File: config.mk
export PLATFORM = sky130hd
export DESIGN_NAME = note_draw_sched_flat
export DESIGN_NICKNAME = d
export VERILOG_FILES = /design/src/rtl/note_draw_sched_if.sv /design/src/rtl/note_draw_sched.sv /design/src/flat_wrapper.sv
export SDC_FILE = /design/constraint.sdc
export NUM_CORES = 1
export LEC_CHECK = 0
export CORE_MARGIN = 2
export CORE_UTILIZATION = 40
export DETAILED_ROUTE_END_ITERATION = 7
export GPL_ROUTABILITY_DRIVEN = 0
export PLACE_DENSITY_LB_ADDON = 0.08
export SETUP_SLACK_MARGIN = 0.4
export SLEW_MARGIN = 10
export SYNTH_ARGS = -nofsm -noshare
export SYNTH_HDL_FRONTEND = slang
export SYNTH_SLANG_ARGS = --single-unit
File: constraint.sdc
create_clock -name clk -period 4.64 [get_ports clk]
set_clock_uncertainty 0.2 [all_clocks]
set_input_delay 0.696 -clock clk [delete_from_list [all_inputs] [get_ports clk]]
set_output_delay 0.696 -clock clk [all_outputs]
set_load 0.005 [all_outputs]
File: src/rtl/note_draw_sched_if.sv
// Event-in / draw-out bundle between the key decoder, note_draw_sched and the glyph drawer.
// master drives note events; slave is the scheduler.
interface note_draw_sched_if;
    logic [3:0] note_in;
    logic [1:0] octave_in;
    logic       note_valid;
    logic [3:0] note;
    logic [1:0] octave;
    logic [7:0] x;
    logic [6:0] y;
    logic [2:0] colour_in;
    logic       ld_note;
    logic       busy;
    logic       drop;

    modport master (
        output note_in, octave_in, note_valid,
        input  note, octave, x, y, colour_in, ld_note, busy, drop
    );

    modport slave (
        input  note_in, octave_in, note_valid,
        output note, octave, x, y, colour_in, ld_note, busy, drop
    );
endinterface

File: src/rtl/note_draw_sched.sv
// Note event FIFO + draw scheduler: one glyph load per DRAW_CYCLES+3 cycles, four wrapping slots.
// Optional macro NOTE_SCHED_OCT_COLOUR_EN: colour derived from the octave instead of COLOUR.
module note_draw_sched #(
    parameter int         DEPTH       = 4,
    parameter int         DRAW_CYCLES = 1024,
    parameter int         X_BASE      = 4,
    parameter int         Y_BASE      = 8,
    parameter int         ROW_PITCH   = 16,
    parameter logic [2:0] COLOUR      = 3'b111
) (
    input  logic              clk,
    input  logic              reset,
    note_draw_sched_if.slave  bus
);
    localparam int AW = $clog2(DEPTH);

    typedef struct packed {
        logic [3:0] note;
        logic [1:0] octave;
    } evt_t;

    typedef enum logic [1:0] {IDLE, SETUP, LOAD, WAIT} state_t;

    evt_t          mem [DEPTH];
    logic [AW-1:0] wr_ptr, rd_ptr;
    logic [AW:0]   count;
    state_t        state;
    logic [15:0]   wait_cnt;
    logic [1:0]    slot;

    logic       note_ok, full, empty, pop, push, reject;
    evt_t       head;
    logic [6:0] slot_y;
    logic [2:0] pop_colour;

    assign note_ok = (bus.note_in != 4'd0) && (bus.note_in <= 4'd12);
    assign full    = (count == (AW+1)'(DEPTH));
    assign empty   = (count == '0);
    assign pop     = (state == IDLE) && !empty;
    // A full FIFO still accepts when the head leaves on the same edge.
    assign push    = bus.note_valid && note_ok && (!full || pop);
    assign reject  = bus.note_valid && !push;
    assign head    = mem[rd_ptr];
    assign slot_y  = 7'(Y_BASE) + 7'(ROW_PITCH) * {5'd0, slot};

`ifdef NOTE_SCHED_OCT_COLOUR_EN
    always_comb begin
        pop_colour = 3'b001;
        case (head.octave)
            2'd0:    pop_colour = 3'b001;
            2'd1:    pop_colour = 3'b010;
            2'd2:    pop_colour = 3'b100;
            default: pop_colour = 3'b110;
        endcase
    end
`else
    assign pop_colour = COLOUR;
`endif

    always_ff @(posedge clk) begin
        if (push) mem[wr_ptr] <= '{note: bus.note_in, octave: bus.octave_in};
    end

    always_ff @(posedge clk) begin
        if (reset) begin
            wr_ptr   <= '0;
            rd_ptr   <= '0;
            count    <= '0;
            bus.drop <= 1'b0;
        end else begin
            if (push) wr_ptr <= wr_ptr + 1'b1;
            if (pop)  rd_ptr <= rd_ptr + 1'b1;
            case ({push, pop})
                2'b10:   count <= count + 1'b1;
                2'b01:   count <= count - 1'b1;
                default: ;
            endcase
            bus.drop <= reject;
        end
    end

    always_ff @(posedge clk) begin
        if (reset) begin
            state         <= IDLE;
            slot          <= 2'd0;
            wait_cnt      <= '0;
            bus.note      <= 4'd0;
            bus.octave    <= 2'd0;
            bus.x         <= 8'(X_BASE);
            bus.y         <= 7'(Y_BASE);
            bus.colour_in <= 3'b000;
        end else begin
            case (state)
                IDLE: if (!empty) begin
                    bus.note      <= head.note;
                    bus.octave    <= head.octave;
                    bus.x         <= 8'(X_BASE);
                    bus.y         <= slot_y;
                    bus.colour_in <= pop_colour;
                    state         <= SETUP;
                end
                SETUP: state <= LOAD;
                LOAD: begin
                    wait_cnt <= '0;
                    slot     <= slot + 2'd1;
                    state    <= WAIT;
                end
                WAIT: begin
                    if (wait_cnt == 16'(DRAW_CYCLES - 1)) state <= IDLE;
                    else wait_cnt <= wait_cnt + 16'd1;
                end
                default: state <= IDLE;
            endcase
        end
    end

    assign bus.ld_note = (state == LOAD);
    assign bus.busy    = (state != IDLE);
endmodule

File: src/flat_wrapper.sv
// flat-port wrapper written by rule: the top's interface ports become plain ports
module note_draw_sched_flat 
#(
    parameter int         DEPTH       = 4,
    parameter int         DRAW_CYCLES = 1024,
    parameter int         X_BASE      = 4,
    parameter int         Y_BASE      = 8,
    parameter int         ROW_PITCH   = 16,
    parameter logic [2:0] COLOUR      = 3'b111
)
  (clk, reset, bus_note_in, bus_octave_in, bus_note_valid, bus_note, bus_octave, bus_x, bus_y, bus_colour_in, bus_ld_note, bus_busy, bus_drop);
  note_draw_sched_if bus_i ();
  input  logic clk;
  input  logic reset;
  input wire logic [$bits(bus_i.note_in)-1:0] bus_note_in;
  input wire logic [$bits(bus_i.octave_in)-1:0] bus_octave_in;
  input wire logic [$bits(bus_i.note_valid)-1:0] bus_note_valid;
  output wire logic [$bits(bus_i.note)-1:0] bus_note;
  output wire logic [$bits(bus_i.octave)-1:0] bus_octave;
  output wire logic [$bits(bus_i.x)-1:0] bus_x;
  output wire logic [$bits(bus_i.y)-1:0] bus_y;
  output wire logic [$bits(bus_i.colour_in)-1:0] bus_colour_in;
  output wire logic [$bits(bus_i.ld_note)-1:0] bus_ld_note;
  output wire logic [$bits(bus_i.busy)-1:0] bus_busy;
  output wire logic [$bits(bus_i.drop)-1:0] bus_drop;
  assign bus_i.note_in = bus_note_in;
  assign bus_i.octave_in = bus_octave_in;
  assign bus_i.note_valid = bus_note_valid;
  assign bus_note = bus_i.note;
  assign bus_octave = bus_i.octave;
  assign bus_x = bus_i.x;
  assign bus_y = bus_i.y;
  assign bus_colour_in = bus_i.colour_in;
  assign bus_ld_note = bus_i.ld_note;
  assign bus_busy = bus_i.busy;
  assign bus_drop = bus_i.drop;
  note_draw_sched #(.DEPTH(DEPTH), .DRAW_CYCLES(DRAW_CYCLES), .X_BASE(X_BASE), .Y_BASE(Y_BASE), .ROW_PITCH(ROW_PITCH), .COLOUR(COLOUR)) u_core (.clk(clk), .reset(reset), .bus(bus_i));
endmodule
==> results of run 1 <==
[stage by stage]
stage,area (sq um),utilization,total power [W],std cells,worst slack (ns)
6_report,3238,0.4740,0.001535,378,1.416
4_1_cts,3238,0.4740,0.001559,378,1.418
3_3_place_gp,3055,0.4473,0.001129,362,1.137
5_1_grt,3238,0.4740,0.001644,378,1.198
3_5_place_dp,3055,0.4473,0.001131,362,1.077
2_1_floorplan,2892,-,0.0009976,273,1.562
[Yosys cell counts, types with 2 or more instances]
cell / number / area share
sky130_fd_sc_hd__edfxtp_1: 24 / 0.25
sky130_fd_sc_hd__buf_4: 15 / 0.040
sky130_fd_sc_hd__and2_1: 5 / 0.011
sky130_fd_sc_hd__nand2_1: 28 / 0.037
sky130_fd_sc_hd__conb_1: 2 / 0.0026
sky130_fd_sc_hd__xnor2_1: 3 / 0.0092
sky130_fd_sc_hd__ha_1: 10 / 0.044
sky130_fd_sc_hd__a21boi_0: 2 / 0.0053
sky130_fd_sc_hd__and4_1: 4 / 0.012
sky130_fd_sc_hd__o211a_1: 2 / 0.0070
sky130_fd_sc_hd__or2_2: 3 / 0.0066
sky130_fd_sc_hd__nand2b_1: 3 / 0.0066
sky130_fd_sc_hd__nor2_1: 15 / 0.020
sky130_fd_sc_hd__buf_1: 2 / 0.0026
sky130_fd_sc_hd__nand4_1: 5 / 0.011
sky130_fd_sc_hd__a311oi_1: 3 / 0.0092
sky130_fd_sc_hd__mux2i_1: 4 / 0.014
sky130_fd_sc_hd__clkbuf_1: 11 / 0.014
sky130_fd_sc_hd__or4_1: 2 / 0.0053
sky130_fd_sc_hd__inv_1: 12 / 0.016
sky130_fd_sc_hd__xor2_1: 4 / 0.012
sky130_fd_sc_hd__o31ai_1: 2 / 0.0053
sky130_fd_sc_hd__o211ai_1: 2 / 0.0053
sky130_fd_sc_hd__nand3_1: 9 / 0.016
sky130_fd_sc_hd__mux4_2: 6 / 0.047
sky130_fd_sc_hd__o21ai_0: 3 / 0.0053
sky130_fd_sc_hd__or3_1: 2 / 0.0044
sky130_fd_sc_hd__a21oi_1: 17 / 0.030
sky130_fd_sc_hd__and3_1: 2 / 0.0044
sky130_fd_sc_hd__o221a_2: 2 / 0.0079
sky130_fd_sc_hd__buf_6: 2 / 0.0079
sky130_fd_sc_hd__dfxtp_1: 37 / 0.26
[metal layers]
| metal | up-vias | global-route usage | part of all wire |
|---|---|---|---|
| li1 | 940 | - | - |
| met5 | - | 0 | 0 |
| met4 | 0 | 0.08264 | 0.017 |
| met1 | 875 | 0.2102 | 0.51 |
| met2 | 61 | 0.1887 | 0.42 |
| met3 | 7 | 0.03545 | 0.053 |
[power by group]
part	switching, W	total, W	internal (W)
registers	0.0000528	0.000680	0.000628
logic	0.000223	0.000429	0.000207
clock network	0.000226	0.000425	0.000199
total	0.000502	0.00154	0.00103
[worst max-delay path: stages (launching register included)]
cell and delay, ns:
sky130_fd_sc_hd__dfxtp_1 0.37, sky130_fd_sc_hd__inv_1 0.09, sky130_fd_sc_hd__ha_1 0.24, sky130_fd_sc_hd__or4b_2 0.64
sky130_fd_sc_hd__and4_1 0.32, sky130_fd_sc_hd__inv_1 0.09, sky130_fd_sc_hd__ha_1 0.17, sky130_fd_sc_hd__inv_1 0.06
sky130_fd_sc_hd__fa_1 0.37, sky130_fd_sc_hd__xor2_1 0.15, sky130_fd_sc_hd__or3_1 0.30, sky130_fd_sc_hd__a21oi_1 0.15
[sequential cells by signal (all words and copies together), names as in the netlist]
name and flops:
u_core.bus.y 2, u_core.bus.drop 1, u_core.bus.colour_in 1, u_core.state 2, u_core.count 3, u_core.slot 2, u_core.bus.octave 2, u_core.wait_cnt 16
u_core.mem 24, u_core.wr_ptr 2, u_core.rd_ptr 2, u_core.bus.note 4
[cell families (layout without fill, tap and decap cells)]
family                     after synthesis  count (layout)  share of synthesized area
and+or+nand+nor                         86              86                     0.1589
other                                    2              13                   0.002635
xor gates and xnor gates                 7               7                    0.02151
buffers and inverters                   42              51                    0.08033
adders and majority gates               11              11                    0.05092
DFF                                     61              61                     0.5127
AOI/OAI and AO/OA                       43              43                     0.1115
muxes                                   10              10                    0.06146
[area by class of cell]
class | count | share of cell area
clock inverters | 7 | 0.01816
multi-input cells | 170 | 0.3709
flip-flops and latches | 61 | 0.4513
clock buffers | 9 | 0.03825
well taps | 96 | 0.03709
repair buffers | 23 | 0.07032
inverters | 12 | 0.01391
[worst min-delay path by stage]
stage	startpoint	end	slack (ns)	cells past startpoint
floorplan	u_core.slot[1]$_SDFFE_PP0P_	u_core.bus.y[5]$_SDFFE_PP0P_	0.24	2
global placement	u_core.bus.y[5]$_SDFFE_PP0P_	u_core.bus.y[5]$_SDFFE_PP0P_	0.24	2
detailed placement	u_core.bus.y[5]$_SDFFE_PP0P_	u_core.bus.y[5]$_SDFFE_PP0P_	0.25	2
CTS	u_core.bus.y[5]$_SDFFE_PP0P_	u_core.bus.y[5]$_SDFFE_PP0P_	0.26	2
global route	u_core.slot[1]$_SDFFE_PP0P_	u_core.bus.y[5]$_SDFFE_PP0P_	0.29	2
finish	u_core.bus.y[5]$_SDFFE_PP0P_	u_core.bus.y[5]$_SDFFE_PP0P_	0.25	2
==> run metrics, run 1 <==
startpoint type of the worst setup path flip-flop; fraction of registers with async set/reset 0; worst max-slew margin expressed relative to the limit 0.3443; maximum operating frequency 0.3101 GHz; number of ports placed on the die boundary 36; hold violation total from the final report 0; Post-DP HPWL 3465 microns; count of nets left with antenna violations after detail routing 0; Root Buffer Master sky130_fd_sc_hd__clkbuf_8; detail-routed via count per cell 4.981; total congestion overflow after global routing 0; critical path endpoint category flip-flop; number of warnings reported in the yosys synthesis log 0; Worst setup startpoint u_core.state[1]$_SDFFE_PP0P_; Die Span X 88.42 microns; power per cell area 474.1 nW/um^2; Post-synth EDFFs 24; clock sinks 61; hold_buf cts 0; global-route wire length before repair 8335 microns; area growth from synthesis to layout 13.61%; CTS tree built; # setup viols final 0; TritonCTS Buffers 9; distinct cell type count after synthesis 51; Setup CP Type reg2reg; Die Outline Area 7817 sq um; # rows 30; result of the run completed; Avg Inst Size Synth 10.88 sq um; total negative slack 0 ns; initial antenna violation count 0; end of the worst register-to-register path u_core.count[2]$_SDFFE_PP0P_; 1st-iter DRT viols 122; post-layout minimum cycle time 3.224 ns; Syn Inst Count 262; max_cap viols 0; number of diodes added for antenna fixing 0; DR WL/cell 13.38 microns; final worst-path cycle share 0.6949; total area of multi-input combinational cells 1201 sq um; Overall Global Routing Usage 0.1428; clock latency on the worst-skew pair 0.34 ns; largest net degree at the start of global routing 36; max-slew violations 0; worst hold slack after final layout 0.2543 ns; data required time of the critical path 4.71 ns; unrepaired setup endpoints after global routing no; CP arrival 3.29 ns; number of setup buffers added after CTS 0; netlist area before placement 2850 sq um; maximum count of clock buffers along a single path 2; final WL 5058 microns; R2R Setup Slk 1.42 ns; Fill cells 635; Post-synth top flop sky130_fd_sc_hd__dfxtp_1; Least-Margin Pin Slew 0.9802 ns; most frequent standard cell in the layout excluding fill and tap cells sky130_fd_sc_hd__dfxtp_1; worst setup path end u_core.count[2]$_SDFFE_PP0P_; iteration count of the initial detailed-routing pass 4; most frequent cells in the layout sky130_fd_sc_hd__dfxtp_1, sky130_fd_sc_hd__nand2_1, sky130_fd_sc_hd__edfxtp_1; net count reported at finish 297; floorplan core area 6832 sq um; worst voltage drop across the vdd grid 0.1708 mV; post-CTS clock slew at the launch and capture registers of the worst setup and hold paths 0.07 ns; min-delay worst type reg2reg; Resize count post-CTS 0; number of vias in the routed layout 1883; Lkg Pwr 1.150 nW; DRC violation count after routing 0; die height 88.42 microns; starting density of the core 0.4172; register cell area after layout 1461 sq um; number of global-route vias before repair 1660; H-tree depth 3; #FFs+latches synth 61; portion of the post-synthesis area used by sequential elements 0.5127; launching point of the worst reg2reg path u_core.state[1]$_SDFFE_PP0P_; Register-to-Register Path Depth 11; IO buf count 22; share of cells above drive strength 1 0.1135; maximum fanout along the worst path 8
(Power assumes the default switching activity.)
==> inputs of run 2 (changes only) <==
clock period = 2.6 ns   (was 4.64 ns; I/O delays follow)
==> run metrics, run 2 (synthesis results as in run 1) <==
result of the run finished, violations left (was completed); failing checks negative setup slack; clock latency on the worst-skew pair 0.34 ns (about the same); post-layout minimum cycle time 2.631 ns (was 3.224 ns); number of vias in the routed layout 2035 (was 1883); critical path endpoint category flip-flop (unchanged); DRC violation count after routing 0 (unchanged); Post-DP HPWL 3882 microns (was 3465 microns); most used routing layer in global routing met2 (was met1); initial antenna violation count 0 (unchanged); setup slack of the critical path after layout -0.03139 ns (was 1.416 ns); CTS tree built (unchanged); Register-to-Register Path Depth 11 (unchanged); WP buf/inv 3 (unchanged); cell with the largest stage delay on the worst path sky130_fd_sc_hd__or4b_4 (was sky130_fd_sc_hd__or4b_2); Setup CP Type reg2reg (unchanged); largest registers in the final layout u_core.mem: 24 flops, u_core.wait_cnt: 16 flops, u_core.bus.note: 4 flops (unchanged); CP arrival 2.70 ns (was 3.29 ns); detail-routed via count per cell 5.025 (was 4.981); DR WL/cell 14.14 microns (was 13.38 microns); number of global-route vias before repair 1853 (was 1660); iteration count of the initial detailed-routing pass 4 (unchanged); M2 GR Usage 0.2303 (was 0.1887); worst voltage drop across the vdd grid 0.4891 mV (was 0.1708 mV); delay of the slowest cell on the worst path 0.48 ns (was 0.64 ns); IO buf count 22 (unchanged); Die Outline Area 7817 sq um (unchanged); final WL 5726 microns (was 5058 microns); count of cell instances traversed by the critical path 11 (unchanged); maximum fanout along the worst path 2 (was 8); kind of cell with the highest combined delay on the critical path simple AND/OR/NAND/NOR gates (unchanged); net count reported at finish 324 (was 297); final worst-path cycle share 1.012 (was 0.6949); Overall Global Routing Usage 0.1589 (was 0.1428); met3 track demand over resource 0.04104 (was 0.03545); unrepaired setup endpoints after global routing yes (was no); die height 88.42 microns (unchanged); most frequent cells in the layout sky130_fd_sc_hd__dfxtp_1, sky130_fd_sc_hd__nand2_1, sky130_fd_sc_hd__buf_4 (was sky130_fd_sc_hd__dfxtp_1, sky130_fd_sc_hd__nand2_1, sky130_fd_sc_hd__edfxtp_1); max FFs per register 24 (unchanged); most frequent standard cell in the layout excluding fill and tap cells sky130_fd_sc_hd__dfxtp_1 (unchanged); total congestion overflow after global routing 0 (unchanged); count of cells along the worst hold path 2 (unchanged); largest net degree at the start of global routing 28 (was 36); # setup viols final 1 (was 0); Final Power 0.003088 W (was 0.001535 W); hold violation total from the final report 0 (unchanged); number of ports placed on the die boundary 36 (unchanged); max-slew violations 0 (unchanged); global-route wire length before repair 9294 microns (was 8335 microns); data required time of the critical path 2.67 ns (was 4.71 ns); count of nets left with antenna violations after detail routing 0 (unchanged); floorplan core area 6832 sq um (unchanged); min-delay worst type in2reg (was reg2reg); met1 track demand over resource 0.2246 (was 0.2102); number of diodes added for antenna fixing 0 (unchanged); hold_buf cts 0 (unchanged); share of cells above drive strength 1 0.2621 (was 0.1135); H-tree depth 3 (unchanged); maximum count of clock buffers along a single path 2 (unchanged); startpoint type of the worst setup path flip-flop (unchanged); post-CTS clock slew at the launch and capture registers of the worst setup and hold paths 0.08 ns (was 0.07 ns); 1st-iter DRT viols 74 (was 122); TritonCTS Buffers 9 (unchanged); Root Buffer Master sky130_fd_sc_hd__clkbuf_8 (unchanged); # rows 30 (unchanged); max_cap viols 0 (unchanged); crit path cell chain inv_2 -> ha_4 -> or4b_4 -> and4_4 -> inv_4 -> ha_4 -> inv_2 -> fa_2 -> xor2_1 -> or3_1 -> a21oi_1 (was inv_1 -> ha_1 -> or4b_2 -> and4_1 -> inv_1 -> ha_1 -> inv_1 -> fa_1 -> xor2_1 -> or3_1 -> a21oi_1); register with the most flip-flops u_core.mem (unchanged); clock sinks 61 (unchanged); maximum operating frequency 0.3800 GHz (was 0.3101 GHz); Setup Slack @ Placement -0.4811 ns (was 1.077 ns); power per cell area 865.5 nW/um^2 (was 474.1 nW/um^2); starting density of the core 0.4172 (unchanged); Die Span X 88.42 microns (unchanged); area growth from synthesis to layout 25.15% (was 13.61%); Lkg Pwr 1.334 nW (was 1.150 nW)
## run 2: layer usage
| metal | wire [microns] | share of wire |
|---|---|---|
| met4 | 100 | 0.017 |
| met3 | 213 | 0.037 |
| met2 | 2594 | 0.45 |
| met5 | 0 | 0 |
| met1 | 2817 | 0.49 |
## run 2: final cells by class
class | instances | area (sq um)
flip-flops and latches | 61 | 1465
repair buffers | 49 | 430.4
clock inverters | 7 | 81.33
clock buffers | 9 | 123.9
multi-input cells | 171 | 1299
inverters | 12 | 47.55
fillers | 653 | 3264
well taps | 96 | 120.1
## run 2: metrics by stage
stage / hold slack [ns] / utilization / area (sq um) / TNS, ns / instances
finish: 0.1996 / 0.5222 / 3567 / -0.03139 / 405
global route: 0.2096 / 0.5222 / 3567 / -0.1191 / 405
CTS: 0.2636 / 0.5119 / 3497 / -0.06159 / 401
detailed placement: 0.2536 / 0.4745 / 3242 / -0.7567 / 382
global placement: 0.2442 / 0.4745 / 3242 / -0.7002 / 382
floorplan: 0.2436 / - / 2938 / -0.1309 / 273
## run 2: final timing paths
check | end | slack [ns] | startpoint
setup reg to reg | u_core.count[2]$_SDFFE_PP0P_ | -0.03 | u_core.state[0]$_SDFFE_PP0P_
hold reg to reg | u_core.bus.octave[0]$_SDFFE_PP0P_ | 0.26 | u_core.bus.octave[0]$_SDFFE_PP0P_
hold / removal | u_core.mem[2][5]$_DFFE_PP_ | 0.20 | bus_note_in[3]
setup / recovery | u_core.count[2]$_SDFFE_PP0P_ | -0.03 | u_core.state[0]$_SDFFE_PP0P_
## run 2: repair_timing
item                                    in CTS  in global routing
gates cloned                                 0                  1
gates resized for setup                     13                 11
pin swaps                                    3                  4
endpoints found under the hold margin        0                  0
endpoints found under the setup margin       8                 19
buffers inserted                             3                  3
## run 2: where the power goes
part / total (W) / switching [W] / leakage [nW] / internal, W
combinational: 0.00101 / 0.000470 / 0.712 / 0.000541
sequential: 0.00121 / 0.0000922 / 0.521 / 0.00112
clock: 0.000863 / 0.000408 / 0.101 / 0.000455
total: 0.00309 / 0.000970 / 1.33 / 0.00212
==> inputs of run 3 (changes only) <==
CTS_CLUSTER_DIAMETER = 60   (was unset)
SKIP_LAST_GASP = 1   (was unset)
==> results of run 3 <==
No change in the layout: final DEF, timing and power equal those of run 2.
Among the figures that moved: number of gates resized after CTS 13 -> 6
